<file path="config.mk">
export PLATFORM = sky130hd
export DESIGN_NAME = hub75_bcm_scan
export DESIGN_NICKNAME = d
export VERILOG_FILES = /design/src/rtl/hub75_bcm_scan.sv
export SDC_FILE = /design/constraint.sdc
export NUM_CORES = 1
export LEC_CHECK = 0
export BUFFER_PORTS_ARGS = -buffer_cell sky130_fd_sc_hd__clkbuf_2
export CORE_UTILIZATION = 49
export CTS_BUF_LIST = sky130_fd_sc_hd__clkbuf_16
export DETAILED_ROUTE_END_ITERATION = 6
export PLACE_DENSITY_LB_ADDON = 0.15
export SYNTH_ARGS = -nofsm -noshare
export SYNTH_HDL_FRONTEND = slang
export SYNTH_SLANG_ARGS = --single-unit
</file>
<file path="constraint.sdc">
create_clock -name clk -period 2.6 [get_ports clk]
set_clock_uncertainty 0.1 [all_clocks]
set_input_delay 0.13 -clock clk [delete_from_list [all_inputs] [get_ports clk]]
set_output_delay 0.13 -clock clk [all_outputs]
set_load 0.02 [all_outputs]
</file>
<file path="src/rtl/hub75_bcm_scan.sv">
// hub75_bcm_scan: HUB75 panel scanner, one BCM bit-plane per pass (shift, latch, weighted display)
module hub75_bcm_scan #(
   parameter int PANEL_WIDTH = 64,
   parameter int ROW_ADDR_W  = 5,
   parameter int PIXEL_W     = 8,
   parameter int BASE_OE     = 4
) (
   input  logic                           clk,
   input  logic                           rst_n,
   input  logic                           enable,
   output logic                           rd_en,
   output logic [ROW_ADDR_W-1:0]          rd_row,
   output logic [$clog2(PANEL_WIDTH)-1:0] rd_col,
   input  logic [6*PIXEL_W-1:0]           rd_data,
   output logic                           hub75_r1,
   output logic                           hub75_g1,
   output logic                           hub75_b1,
   output logic                           hub75_r2,
   output logic                           hub75_g2,
   output logic                           hub75_b2,
   output logic                           hub75_clk,
   output logic                           hub75_lat,
   output logic                           hub75_oe_n,
   output logic [ROW_ADDR_W-1:0]          hub75_addr,
   output logic                           frame_done
);
   localparam int C_W = $clog2(PANEL_WIDTH);
   localparam int K_W = $clog2(PANEL_WIDTH + 1);
   localparam int P_W = $clog2(PIXEL_W);
   localparam int N_W = $clog2(BASE_OE) + PIXEL_W + 1;

   typedef enum logic [1:0] {IDLE, SHIFT, LATCH, DISPLAY} state_t;

   state_t                    state_q, state_d;
   logic [K_W-1:0]            k_q, k_d;
   logic                      ph_q, ph_d;
   logic [N_W-1:0]            cnt_q, cnt_d;
   logic [ROW_ADDR_W-1:0]     row_q, row_d;
   logic [P_W-1:0]            plane_q, plane_d;
   logic                      frame_d, last_plane, rd_en_d;
   logic [5:0][PIXEL_W-1:0]   ch;
   logic [5:0]                col_bits;

   assign ch = rd_data;
   for (genvar g = 0; g < 6; g++) begin : g_bits
      assign col_bits[g] = ch[g][plane_q];
   end

   assign last_plane = plane_q == P_W'(PIXEL_W - 1);

   always_comb begin
      state_d = state_q;
      k_d     = k_q;
      ph_d    = ph_q;
      cnt_d   = cnt_q;
      row_d   = row_q;
      plane_d = plane_q;
      frame_d = 1'b0;
      case (state_q)
         IDLE: begin
            if (enable) begin
               state_d = SHIFT;
               k_d     = '0;
               ph_d    = 1'b0;
            end
         end
         SHIFT: begin
            if (!ph_q) ph_d = 1'b1;
            else if (k_q == K_W'(PANEL_WIDTH)) state_d = LATCH;
            else begin
               k_d  = k_q + K_W'(1);
               ph_d = 1'b0;
            end
         end
         LATCH: begin
            state_d = DISPLAY;
            cnt_d   = (N_W'(BASE_OE) << plane_q) - N_W'(1);
         end
         DISPLAY: begin
            if (cnt_q != '0) cnt_d = cnt_q - N_W'(1);
            else begin
               // plane/row advance happens on the final display cycle
               plane_d = last_plane ? '0 : plane_q + P_W'(1);
               row_d   = last_plane ? row_q + ROW_ADDR_W'(1) : row_q;
               frame_d = last_plane && (&row_q);
               state_d = enable ? SHIFT : IDLE;
               k_d     = '0;
               ph_d    = 1'b0;
               if (!enable) begin
                  row_d   = '0;
                  plane_d = '0;
               end
            end
         end
         default: state_d = IDLE;
      endcase
      rd_en_d = state_d == SHIFT && !ph_d && k_d < K_W'(PANEL_WIDTH);
   end

   always_ff @(posedge clk) begin
      if (!rst_n) begin
         state_q    <= IDLE;
         k_q        <= '0;
         ph_q       <= 1'b0;
         cnt_q      <= '0;
         row_q      <= '0;
         plane_q    <= '0;
         rd_en      <= 1'b0;
         rd_row     <= '0;
         rd_col     <= '0;
         {hub75_r1, hub75_g1, hub75_b1, hub75_r2, hub75_g2, hub75_b2} <= '0;
         hub75_clk  <= 1'b0;
         hub75_lat  <= 1'b0;
         hub75_oe_n <= 1'b1;
         hub75_addr <= '0;
         frame_done <= 1'b0;
      end else begin
         state_q    <= state_d;
         k_q        <= k_d;
         ph_q       <= ph_d;
         cnt_q      <= cnt_d;
         row_q      <= row_d;
         plane_q    <= plane_d;
         rd_en      <= rd_en_d;
         rd_row     <= rd_en_d ? row_d : '0;
         rd_col     <= rd_en_d ? k_d[C_W-1:0] : '0;
         hub75_clk  <= state_d == SHIFT && ph_d && k_d != '0;
         hub75_lat  <= state_d == LATCH;
         hub75_oe_n <= state_d != DISPLAY;
         frame_done <= frame_d;
         if (state_d == LATCH) hub75_addr <= row_q;
         // read data for slot k arrives in phase 1 and is presented during slot k+1
         if (state_q == SHIFT && ph_q && k_q < K_W'(PANEL_WIDTH))
            {hub75_r1, hub75_g1, hub75_b1, hub75_r2, hub75_g2, hub75_b2} <= col_bits;
      end
   end
endmodule

</file>
==> metrics <==
period utilization 93.58%; Post-Syn Instances 382; GRT overflow 0; Root Buffer clkbuf_16; syn nets 445; critical path data arrival time 2.57 ns; Fillers 562; Synth Cell Area 3223 µm²; Wirelength per Cell 14.62 µm; status finished, final reports clean; Req. time, crit path 2.73 ns; EDFF count, synth 0; Die Area 6906 µm²; critical path class reg2reg; crit-path max cell delay 0.39 ns; Slowest cell on crit path nor3b_1; number of global-route vias before repair 2,852; worst-margin pin slew 0.5999 ns; post-synthesis async set-or-reset flop share 0%; H-tree lvl count 2; # port buffers 77; FF+latch area 1121 µm²; Die Y 83.11 µm; Die W 83.11 µm; Ant. Diodes 0; unique cell type count in the Yosys netlist 57; Crit path max-delay family simple AND/OR/NAND/NOR gates; Startpoint Class flip-flop; Residual DRC 0; vias 3,057; DR vias/cell 5.693; first-pass GRT wire length 13,340 µm; PwrDens 441.9 nW/µm²; initial core utilization 50.76%; Max VDD drop 0.3141 mV; area of the multi-input gates 1969 µm²; final hold vios 0; Setup crit end kind flip-flop; DRT iter0 DRCs 202; core area 6350 µm²; I/O pins 78; Pleak 1.624 nW; max frequency 0.4110 GHz; Final HPWL DP 5944 µm; Seq cells post-synth 56; RD Place Congestion 0.9256; Hold/Removal Path Class in2reg; CTS buffer count 5; clock sinks 56; CTS tree yes; min Tclk post-route 2.433 ns; Overall Global Routing Usage 23.55%; clock insertion delay at the later pin of the skew report 0.29 ns; synth-to-layout area growth 20.73%; CTS clk-pin slew, worst paths 0.07 ns; RSZ-0062 raised after global routing yes; Buf/Inv on CP 2; total power 1.719 mW; largest net degree at the start of global routing 25; minimum hold slack 0.08338 ns; Synth Flop Type dfxtp_1; Rel. slew slack 59.77%; drt pass-1 iters 4; final core occ 61.28%; sequential area share after synthesis 34.78%; final net count 522; Row Count 29; worst reg-to-reg setup slack 0.17 ns; DRT antenna net count 0; YS warnings 0; Max Cap Viol 0; initial antenna violation count 0; share of cells above drive strength 1 29.13%; Mean Syn Cell Area 8.437 µm²; final setup fails 0; final wirelength 7853 µm; # hold bufs at CTS 0; Final Slew Violations 0; Max clock buf depth 2; largest fanout on the critical path 12; CP cell instances inv_1, ha_1, nor3b_1, nand3_1, o31ai_4, a32oi_1, a2111o_1, buf_4, nor2b_1
-- per-layer routing --
| metal | vias to the layer above | share of wire [%] | GRT usage [%] | routed length (µm) |
|---|---|---|---|---|
| met2 | 99 | 50 | 40.76 | 3942 |
| met1 | 1420 | 44 | 30.84 | 3435 |
| met4 | 0 | 1.6 | 7.210 | 127 |
| met5 | - | 0 | 0 | 0 |
| li1 | 1528 | - | - | - |
| met3 | 10 | 4.4 | 2.584 | 349 |
-- Yosys cell counts, drive strengths merged, types with 3 or more instances --
cell type	n	share of area [%]
mux2i	5	1.6
ha	12	4.7
or4	6	1.5
or3	5	1.0
nor4	6	1.8
a22oi	5	1.2
a311oi	6	1.6
nand2b	4	0.78
clkbuf	17	2.0
a31oi	5	0.97
nor3	12	2.0
dfxtp	56	35
nor2	45	5.9
nand2	42	4.9
o22ai	3	0.58
nor2b	10	2.2
buf	4	0.70
mux4	12	8.4
inv	15	1.7
a21oi	23	3.6
nand3	11	1.7
o21ai	29	4.5
and2	8	1.6
nand4	5	0.97
xnor2	3	0.82
o31ai	3	1.1
xor2	4	1.1
-- flip-flops by register name, indices dropped and copies added (netlist names), 2 cells and up --
name and cells:
cnt_q 11, hub75_addr 5, k_q 7, plane_q 3, rd_col 6, rd_row 5, row_q 5, state_q 2
-- metrics by stage --
stage | setup TNS, ns | area [µm²] | setup WS, ns | instances
2_1_floorplan | 0 | 3224 | 0.1242 | 382
3_3_place_gp | 0 | 3724 | 0.1349 | 529
3_5_place_dp | 0 | 3724 | 0.02283 | 529
4_1_cts | 0 | 3877 | 0.1613 | 537
5_1_grt | -0.05791 | 3891 | -0.01363 | 537
6_report | 0 | 3891 | 0.1668 | 537
-- cell families (layout without fill, tap and decap cells) --
group	count (synthesis)	after routing	synth area share [%]
compound gates	88	88	17.28
xor+xnor	7	7	1.902
fa+ha+maj	12	12	4.658
buf+inv	38	116	4.658
flops	56	56	34.78
mux	17	17	9.938
simple gates	164	164	26.79
-- path summary, 6_finish.rpt --
| kind | start | endpoint | cells after the start |
|---|---|---|---|
| max reg2reg | cnt_q[0]$_SDFFE_PN0P_ | rd_row[2]$_SDFF_PN0_ | 9 |
| min reg2reg | hub75_b1$_SDFFE_PN0P_ | hub75_b1$_SDFFE_PN0P_ | 2 |
| min | enable | plane_q[1]$_SDFFE_PN0P_ | 3 |
| max | cnt_q[0]$_SDFFE_PN0P_ | rd_row[2]$_SDFF_PN0_ | 9 |
-- cell usage in the layout, fill, tap and decap left out, types with 6 or more instances in the layout --
cell type	netlist	routed
a21oi_1	23	23
a311oi_1	6	6
and2_1	8	8
buf_4	1	14
clkbuf_2	0	77
dfxtp_1	56	56
ha_1	12	12
inv_1	15	15
mux4_2	12	12
nand2_1	42	42
nand3_1	11	11
nor2_1	38	38
nor2_2	6	6
nor2b_1	7	7
nor3_1	11	11
o21ai_0	27	27
-- worst register-to-register path, stage by stage, from the launching register on --
cell,delay [ns]
dfxtp_1,0.33
inv_1,0.09
ha_1,0.22
nor3b_1,0.39
nand3_1,0.26
o31ai_4,0.24
a32oi_1,0.10
a2111o_1,0.32
buf_4,0.21
nor2b_1,0.12
-- report_power, final --
| group | internal, mW | switching (mW) |
|---|---|---|
| clock | 0.365 | 0.332 |
| sequential | 0.865 | 0.00822 |
| combinational | 0.0703 | 0.0788 |
| total | 1.30 | 0.419 |
-- what timing repair did --
| action | in CTS | in global routing |
|---|---|---|
| setup buffers | 0 | 0 |
| gates resized for setup | 1 | 3 |
| cloned | 0 | 0 |
| endpoints found under the setup margin | 1 | 1 |
| pin swaps | 0 | 0 |
-- final cells by class --
type                    count  area share [%]
clock inverters             3          0.6431
multi-input cells         288           50.61
clock buffers               5           3.215
repair buffers             91           12.60
well taps                  77           2.476
inverters                  17           1.640
flip-flops and latches     56           28.81
Note: power is estimated with default switching activity, not from simulation.
